## config.mk

```make
export PLATFORM = sky130hd
export DESIGN_NAME = mem_access_unit_flat
export DESIGN_NICKNAME = d
export VERILOG_FILES = /design/src/rtl/mem_access_unit_if.sv /design/src/rtl/mem_access_unit.sv /design/src/flat_wrapper.sv
export SDC_FILE = /design/constraint.sdc
export NUM_CORES = 1
export LEC_CHECK = 0
export ABC_AREA = 1
export ABC_CLOCK_PERIOD_IN_PS = 1700
export CAP_MARGIN = 30
export CORE_MARGIN = 2
export CORE_UTILIZATION = 44
export DETAILED_ROUTE_END_ITERATION = 12
export PLACE_DENSITY = 0.83
export SYNTH_ARGS = -nofsm -noshare
export SYNTH_HDL_FRONTEND = slang
export SYNTH_SLANG_ARGS = --single-unit
```

## constraint.sdc

```tcl
create_clock -name clk -period 1.7 [get_ports clk]
set_input_delay 0.17 -clock clk [delete_from_list [all_inputs] [get_ports clk]]
set_output_delay 0.17 -clock clk [all_outputs]
set_load 0.01 [all_outputs]
```

## src/rtl/mem_access_unit_if.sv

```systemverilog
// Data-memory bus between the memory-stage responder and the memory slave.
// One req/ack transaction at a time; read data is valid in the ack cycle.
interface mem_access_unit_if;
  logic        bus_req;
  logic        bus_we;
  logic [31:0] bus_addr;
  logic [31:0] bus_wdata;
  logic [3:0]  bus_be;
  logic        bus_ack;
  logic [31:0] bus_rdata;

  modport master (
    output bus_req,
    output bus_we,
    output bus_addr,
    output bus_wdata,
    output bus_be,
    input  bus_ack,
    input  bus_rdata
  );

  modport slave (
    input  bus_req,
    input  bus_we,
    input  bus_addr,
    input  bus_wdata,
    input  bus_be,
    output bus_ack,
    output bus_rdata
  );
endinterface

```

## src/rtl/mem_access_unit.sv

```systemverilog
// Memory-stage responder: takes a load/store request from the control FSM,
// runs one bus transaction and reports completion (mem_done) or an error
// (mem_err) with a single-cycle pulse. Load results are aligned and extended.
module mem_access_unit #(
  parameter int TIMEOUT = 15
) (
  input  logic                      clk,
  input  logic                      rst,
  input  logic                      MEM_en,
  input  logic                      L_or_S,
  input  logic [2:0]                funct3,
  input  logic [31:0]               addr,
  input  logic [31:0]               wdata,
  output logic [31:0]               rdata,
  output logic                      mem_done,
  output logic                      mem_err,
  mem_access_unit_if.master         bus
);

  // Counter wide enough to hold TIMEOUT itself.
  localparam int CW = (TIMEOUT < 2) ? 1 : $clog2(TIMEOUT + 1);

  typedef enum logic [1:0] {
    IDLE = 2'd0,
    REQ  = 2'd1,
    DONE = 2'd2,
    ERR  = 2'd3
  } state_t;

  state_t        state_reg;
  logic [CW-1:0] counter_reg;
  logic          is_store_reg;
  logic [2:0]    funct3_reg;
  logic [1:0]    addr_lo_reg;

  logic          access_ok;
  logic [3:0]    lane_be;
  logic [31:0]   lane_wdata;
  logic [31:0]   load_sel;
  logic [31:0]   load_value;

  // Decode the incoming request: legality, byte enables and lane-replicated data.
  always_comb begin
    access_ok  = 1'b1;
    lane_be    = 4'b1111;
    lane_wdata = 32'd0;

    case (funct3)
      3'b000, 3'b100: access_ok = 1'b1;
      3'b001, 3'b101: access_ok = ~addr[0];
      3'b010:         access_ok = (addr[1:0] == 2'b00);
      default:        access_ok = 1'b0;
    endcase
    // Unsigned variants only exist for loads.
    if (L_or_S && funct3[2]) begin
      access_ok = 1'b0;
    end

    if (L_or_S) begin
      case (funct3[1:0])
        2'b00: begin
          lane_be    = 4'b0001 << addr[1:0];
          lane_wdata = {4{wdata[7:0]}};
        end
        2'b01: begin
          lane_be    = addr[1] ? 4'b1100 : 4'b0011;
          lane_wdata = {2{wdata[15:0]}};
        end
        default: begin
          lane_be    = 4'b1111;
          lane_wdata = wdata;
        end
      endcase
    end
  end

  // Shift the addressed byte/half down to bit 0 and extend it per the load type.
  always_comb begin
    load_sel   = bus.bus_rdata >> {addr_lo_reg, 3'b000};
    load_value = bus.bus_rdata;
    case (funct3_reg)
      3'b000:  load_value = {{24{load_sel[7]}}, load_sel[7:0]};
      3'b001:  load_value = {{16{load_sel[15]}}, load_sel[15:0]};
      3'b100:  load_value = {24'd0, load_sel[7:0]};
      3'b101:  load_value = {16'd0, load_sel[15:0]};
      default: load_value = bus.bus_rdata;
    endcase
  end

  // Control FSM with all outputs registered; reset abandons any transaction silently.
  always_ff @(posedge clk) begin
    if (rst) begin
      state_reg     <= IDLE;
      counter_reg   <= '0;
      is_store_reg  <= 1'b0;
      funct3_reg    <= 3'd0;
      addr_lo_reg   <= 2'd0;
      rdata         <= 32'd0;
      mem_done      <= 1'b0;
      mem_err       <= 1'b0;
      bus.bus_req   <= 1'b0;
      bus.bus_we    <= 1'b0;
      bus.bus_addr  <= 32'd0;
      bus.bus_wdata <= 32'd0;
      bus.bus_be    <= 4'd0;
    end else begin
      mem_done <= 1'b0;
      mem_err  <= 1'b0;
      case (state_reg)
        IDLE: begin
          if (MEM_en) begin
            is_store_reg <= L_or_S;
            funct3_reg   <= funct3;
            addr_lo_reg  <= addr[1:0];
            if (!access_ok) begin
              // Illegal access never touches the bus.
              state_reg <= ERR;
              mem_done  <= 1'b1;
              mem_err   <= 1'b1;
            end else begin
              state_reg     <= REQ;
              counter_reg   <= CW'(1);
              bus.bus_req   <= 1'b1;
              bus.bus_we    <= L_or_S;
              bus.bus_addr  <= {addr[31:2], 2'b00};
              bus.bus_wdata <= lane_wdata;
              bus.bus_be    <= lane_be;
            end
          end
        end

        REQ: begin
          // An ack in the final allowed cycle still completes normally.
          if (bus.bus_ack) begin
            state_reg   <= DONE;
            bus.bus_req <= 1'b0;
            mem_done    <= 1'b1;
            if (!is_store_reg) begin
              rdata <= load_value;
            end
          end else if (counter_reg == CW'(TIMEOUT)) begin
            state_reg   <= ERR;
            bus.bus_req <= 1'b0;
            mem_done    <= 1'b1;
            mem_err     <= 1'b1;
          end else begin
            counter_reg <= counter_reg + CW'(1);
          end
        end

        DONE: state_reg <= IDLE;

        ERR:  state_reg <= IDLE;

        default: state_reg <= IDLE;
      endcase
    end
  end

endmodule

```

## src/flat_wrapper.sv

```systemverilog
// flat-port wrapper written by rule: the top's interface ports become plain ports
module mem_access_unit_flat 
#(
  parameter int TIMEOUT = 15
)
  (clk, rst, MEM_en, L_or_S, funct3, addr, wdata, rdata, mem_done, mem_err, bus_bus_req, bus_bus_we, bus_bus_addr, bus_bus_wdata, bus_bus_be, bus_bus_ack, bus_bus_rdata);
  mem_access_unit_if bus_i ();
  input  logic clk;
  input  logic rst;
  input  logic MEM_en;
  input  logic L_or_S;
  input  logic [2:0] funct3;
  input  logic [31:0] addr;
  input  logic [31:0] wdata;
  output logic [31:0] rdata;
  output logic mem_done;
  output logic mem_err;
  output wire logic [$bits(bus_i.bus_req)-1:0] bus_bus_req;
  output wire logic [$bits(bus_i.bus_we)-1:0] bus_bus_we;
  output wire logic [$bits(bus_i.bus_addr)-1:0] bus_bus_addr;
  output wire logic [$bits(bus_i.bus_wdata)-1:0] bus_bus_wdata;
  output wire logic [$bits(bus_i.bus_be)-1:0] bus_bus_be;
  input wire logic [$bits(bus_i.bus_ack)-1:0] bus_bus_ack;
  input wire logic [$bits(bus_i.bus_rdata)-1:0] bus_bus_rdata;
  assign bus_bus_req = bus_i.bus_req;
  assign bus_bus_we = bus_i.bus_we;
  assign bus_bus_addr = bus_i.bus_addr;
  assign bus_bus_wdata = bus_i.bus_wdata;
  assign bus_bus_be = bus_i.bus_be;
  assign bus_i.bus_ack = bus_bus_ack;
  assign bus_i.bus_rdata = bus_bus_rdata;
  mem_access_unit #(.TIMEOUT(TIMEOUT)) u_core (.clk(clk), .rst(rst), .MEM_en(MEM_en), .L_or_S(L_or_S), .funct3(funct3), .addr(addr), .wdata(wdata), .rdata(rdata), .mem_done(mem_done), .mem_err(mem_err), .bus(bus_i));
endmodule
```

* Word-level counts from Yosys, hierarchy flattened
Cells that the tools add are included.
** Operators by class
- Add/subtract/negate cells :: 1
- Eq/ne operators :: 17
- Shift-type cells :: 2
- Multiplexer cells :: 30
- Bitwise gates (word level) :: 2
- Reduce and logical (&&, ||, !) cells :: 16
** Operator list (number)
- case mux 32 bit (4 select lines) :: 1
- case mux 32 bit (2 select lines) :: 1
- two-way mux 32 bit :: 1
- >> shifter 32 x 5 -> 16 bit :: 1
- two-way mux 4 bit :: 6
- case mux 4 bit (2 select lines) :: 2
- == test 3 bit, second input constant :: 4
- two-way mux 1 bit :: 10
- two-way mux 2 bit :: 4
- == test 3 x 1 -> 1 bit, second input constant :: 2
- zero test 2 bit :: 3
- zero test 3 bit :: 2
- inequality test 2 bit, second input constant :: 3
- case mux 1 bit (2 select lines) :: 3
- case mux 2 bit (3 select lines) :: 1
- AND reduction 3 bit :: 2
- OR reduction 2 bit :: 3
- AND reduction 5 bit :: 1
- adder 4 x 1 -> 4 bit, second input constant :: 1
- == test 2 x 1 -> 1 bit, second input constant :: 2
- == test 2 bit, second input constant :: 2
- == test 4 bit, second input constant :: 1
- AND reduction 2 bit :: 2
- AND reduction 4 bit :: 1
- 8 further kinds :: 9
** Storage, ports and cells
- Register bits after elaboration :: 114
- Input port bits :: 104
- Output and inout port bits :: 104
- Word-level logic and storage cells :: 81

* Longest topological paths before layout
- Word-level depth :: 7
- Depth in mapped cells :: 10
- Mapped depth without buffers :: 9

* Worst setup path after synthesis
Ideal clock, no wire load.
- Kind :: reg2reg
- Start point :: register u_core.counter_reg[0]
- End point :: register u_core.counter_reg[3]
- Library setup time :: 0.134 ns
- Arrival :: 1.258 ns
- Data required time :: 1.566 ns
- Slack :: 0.309 ns
- Cell stages (with the launch flop) :: 8
- Path buffers :: 0
- Clock period less this slack :: 1.391 ns
- Path through :: dfxtp_1 ha_1 nand3_1 inv_1 o21ai_0 nand2_1 nand2_1 a21oi_1
** Between the ends
- Cells in the longest elaborated chain, start to end :: 4
- Elaborated cells between the ends (all ways) :: 7
- Those cells by class :: 1 x add/sub; 2 x eq/ne; 3 x mux; 1 x reduce/logical
** Ends and longest elaborated chain
- from (decl) :: RTL line mem_access_unit.sv:31 : logic [CW-1:0] counter_reg;
- from (signal assigned) :: RTL line mem_access_unit.sv:147 : counter_reg <= counter_reg + CW'(1);
- adder 4 x 1 -> 4 bit :: RTL line mem_access_unit.sv:147
- two-way mux 4 bit :: RTL line mem_access_unit.sv:141 : end else if (counter_reg == CW'(TIMEOUT)) begin
- two-way mux 4 bit :: RTL line mem_access_unit.sv:134 : if (bus.bus_ack) begin
- case mux 4 bit (2 select lines) :: RTL line mem_access_unit.sv:109 : case (state_reg)
Several ways; a longest one is shown, not always the timed one. The select of a mux whose other input is x is not followed.
A chain may end at the register's enable or synchronous reset.

* Worst setup path after layout
- Start point :: register u_core.state_reg[1]
- End point :: register u_core.rdata[17]
** Between the ends
- Cells in the longest elaborated chain, start to end :: 2
** Ends and longest elaborated chain
- from (decl) :: RTL line mem_access_unit.sv:30 : state_t state_reg;
- from (signal assigned) :: RTL line mem_access_unit.sv:93 : state_reg <= IDLE;
- from (signal assigned) :: RTL line mem_access_unit.sv:117 : state_reg <= ERR;
- from (signal assigned) :: RTL line mem_access_unit.sv:121 : state_reg <= REQ;
- == test 2 x 1 -> 1 bit :: RTL line mem_access_unit.sv:109
- AND reduction 3 bit (no source line)
- to (signal assigned) :: RTL line mem_access_unit.sv:139 : rdata <= load_value;
- to (decl) :: RTL line mem_access_unit.sv:14 : output logic [31:0] rdata,
Every way passes these cells.

==> run_results.csv <==
group,metric,value,unit
worst_hold_path,hold_class,"in -> reg",
floorplan,start_util,45.47,%
power,p_clk_share,44.5,%
floorplan,fp.dieW,113.3,um
power,intPower,6151,uW
critical_path,rr_endpoint,"u_core.rdata[17]",
synthesis,async_flop_share,0,%
detailed_routing,routed_wl,16340,um
sta,tns,0,ns
sta,finalCritPeriodShare,89.66,%
critical_path,cp.required,2.00,ns
flow_run,cap_viol_max_count,0,
sta,fin_crit,1.524,ns
layout,syn2layout_area_growth,55.22,%
sta,fin_skew,0.007088,ns
global_route,track_usage,25.44,%
power,peakVddDrop,0.0007273,V
clock_network,cts_root_buffer,"clkbuf_16",
floorplan,core_area,0.01156,mm2
place,gp_congestion,0.8946,
power,p_comb_share,19.9,%
worst_hold_path,holdPathStages,4,
critical_path,end_kind,"flop",
detailed_routing,top_layer,"met4",
sta,grt_setup_unrepaired,"false",
synthesis,seq_area_frac_synth,43.40,%
clock_network,cts.repair.resized,0,
detailed_routing,antenna_left,0,
critical_path,critPathMaxStageDelay,0.40,ns
synthesis,postSynthAreaPerCell,6.874,um2
floorplan,rows,39,
synthesis,synth_edf_count,0,
detailed_routing,drt_iter0_drc,580,
sta,finalHoldViolCount,0,
critical_path,path_buf_inv,5,
sta,setup_viol,0,
global_route,grt_pass1_wl,25910,um
detailed_routing,drc,0,
clock_network,clock_sinks,114,
critical_path,regToRegSetupSlack,0.18,ns
sta,tightest_slew,0.5692,ns
detailed_routing,vias,5801,
critical_path,worst-path-max-fanout,20,
sta,relSlewSlack,62.05,%
place,dpl.hpwl,11290,um
layout,final_nets,1082,
detailed_routing,met2_wirelength,7908,um
layout,drive_gt1_share,9.091,%
detailed_routing,wl_met3,1417,um
critical_path,path_cells,"inv_1, nand2_1, inv_1, nand2_1, inv_2, buf_4, nor2_1, nor2_1, o21ai_0, inv_1",
layout,n_antenna_cell,0,
floorplan,ios,208,
synthesis,yosysWarnings,0,
worst_hold_path,min_to,"u_core.counter_reg[2]",
status,status,"finished, final reports clean",
critical_path,arrival,1.83,ns
synthesis,ys_types,30,
power,p_leak,0.003465,uW
critical_path,cp-start-kind,"flop",
power,powerDensity,1018,mW/mm2
floorplan,die_area,0.01284,mm2
synthesis,ys_seq_elements,114,
critical_path,cp_top_family,"buffers and inverters",
clock_network,cts_tree,"done",
detailed_routing,wl_met1,6764,um
power,finalPower,8312,uW
detailed_routing,wl_per_cell,14.42,um
global_route,grt_overflow,0,
place,port_buffers,205,
synthesis,synth_area,0.005259,mm2
sta,max_freq,656.1,MHz
clock_network,clk_latency,0.41,ns
worst_hold_path,hold_start,"rst",
detailed_routing,first_pass_iters,5,
place,dp.cells,1101,
detailed_routing,viasPerCell,5.120,
layout,instances_no_fill,1133,
critical_path,r2r.worst_path.cells,10,
clock_network,path_clk_slew,0.05,ns
clock_network,cts_buffers,17,
floorplan,die_y,113.3,um
clock_network,ctsLongestPathBuffers,2,
synthesis,ys.flop_type,"dfxtp_1",
critical_path,slowest_stage,"dfxtp_1",
global_route,grt_max_degree,54,
power,p_sw_share,26.00,%
critical_path,cpMostUsedCell,"inv_1",
critical_path,path_class,"reg -> reg",
layout,largestRegisters,"u_core.bus.bus_wdata: 32 flops, u_core.rdata: 32 flops, u_core.bus.bus_addr: 30 flops",
global_route,grt_pass1_vias,5283,
global_route,antenna_found_initial,0,
clock_network,cts_setup_buffers,0,
synthesis,syn_inst,765,
sta,slew_viol_final,0,
clock_network,holdBufCountCts,0,
clock_network,cts_max_level,4,
power,switchingPower,2161,uW
power,seqPwrFrac,35.6,%
critical_path,r2r-start,"u_core.state_reg[1]",
-- placed cells by master, fill, tap and decap left out, drive strengths merged --
cell / n
clkinv: 6
buf: 35
nor2: 137
o211ai: 5
nor3: 1
clkinvlp: 1
o21ai: 91
ha: 1
nand3: 48
clkdlybuf4s50: 204
a21oi: 71
dfxtp: 114
conb: 2
o21bai: 1
or2: 7
o22ai: 6
bufinv: 3
nand4: 1
nand2: 193
inv: 40
clkbuf: 23
-- cell families (layout without fill, tap and decap cells) --
logic type | count (synthesis) | after routing | share of synthesized area (%)
buffers and inverters | 88 | 312 | 8.613
AOI/OAI and AO/OA | 174 | 174 | 17.13
and+or+nand+nor | 387 | 387 | 30.55
other | 1 | 2 | 0.07131
DFF | 114 | 114 | 43.40
adders and majority gates | 1 | 1 | 0.2379
-- power by group through the flow --
stage	clock [uW]	combinational, uW	sequential, uW
after global routing	3900	1820	2980
after CTS	3760	1650	2960
after global placement	0	1620	3000
after floorplan	0	770	3060
final	3700	1650	2960
after detailed placement	0	1640	3010
-- worst max-delay path by stage --
stage	startpoint	to	slack, ns	cells past startpoint
2_1_floorplan	u_core.counter_reg[0]	u_core.counter_reg[3]	0.31	7
3_3_place_gp	funct3[1]	u_core.bus.bus_we	0.03	10
3_5_place_dp	funct3[1]	u_core.bus.bus_wdata[31]	-0.06	10
4_1_cts	u_core.bus.bus_we	bus_bus_we	0.17	1
5_1_grt	u_core.state_reg[0]	u_core.rdata[17]	0.06	8
6_report	u_core.state_reg[1]	u_core.rdata[17]	0.18	10
-- routing by layer --
metal	vias to the layer above	track usage, %
met1	2639	32.00
met4	0	9.024
met5	-	0
met2	241	41.40
li1	2893	-
met3	28	7.766
-- synthesized netlist by cell type (all sizes together) (5+ instances only) --
master	instances	share of area, %
buf	29	4.3
nand2	193	14
clkbuf	18	1.3
inv	40	3.0
o22ai	6	0.71
dfxtp	114	43
a21oi	71	6.9
nor2	137	11
or2	7	0.83
o211ai	5	0.71
nand3	48	4.7
o21ai	91	8.7
-- worst min-delay path, stage by stage --
cell and delay [ns]:
buf_2 0.09, inv_1 0.16, nand2_1 0.12, nor2_1 0.04
-- metrics by stage --
step | setup slack [ns] | area (um2) | utilization (%) | hold slack [ns]
final | 0.1758 | 8163 | 70.58 | 0.2041
after global placement | 0.02892 | 7538 | 65.18 | 0.4455
after floorplan | 0.3087 | 5263 | - | 0.3049
after detailed placement | -0.06223 | 7538 | 65.18 | 0.4511
after global routing | 0.06200 | 8163 | 70.58 | 0.2619
after CTS | 0.1702 | 8163 | 70.58 | 0.1883
-- final cells by class --
class                      count  area (um2)
tap                          143       178.9
timing repair buffer         239        2390
clock buffer                  23       498.0
multi-input combinational    564        2527
fill                         941        3402
sequential                   114        2282
inverter                      41       160.2
clock inverter                 9       126.4
(Power assumes the default switching activity.)
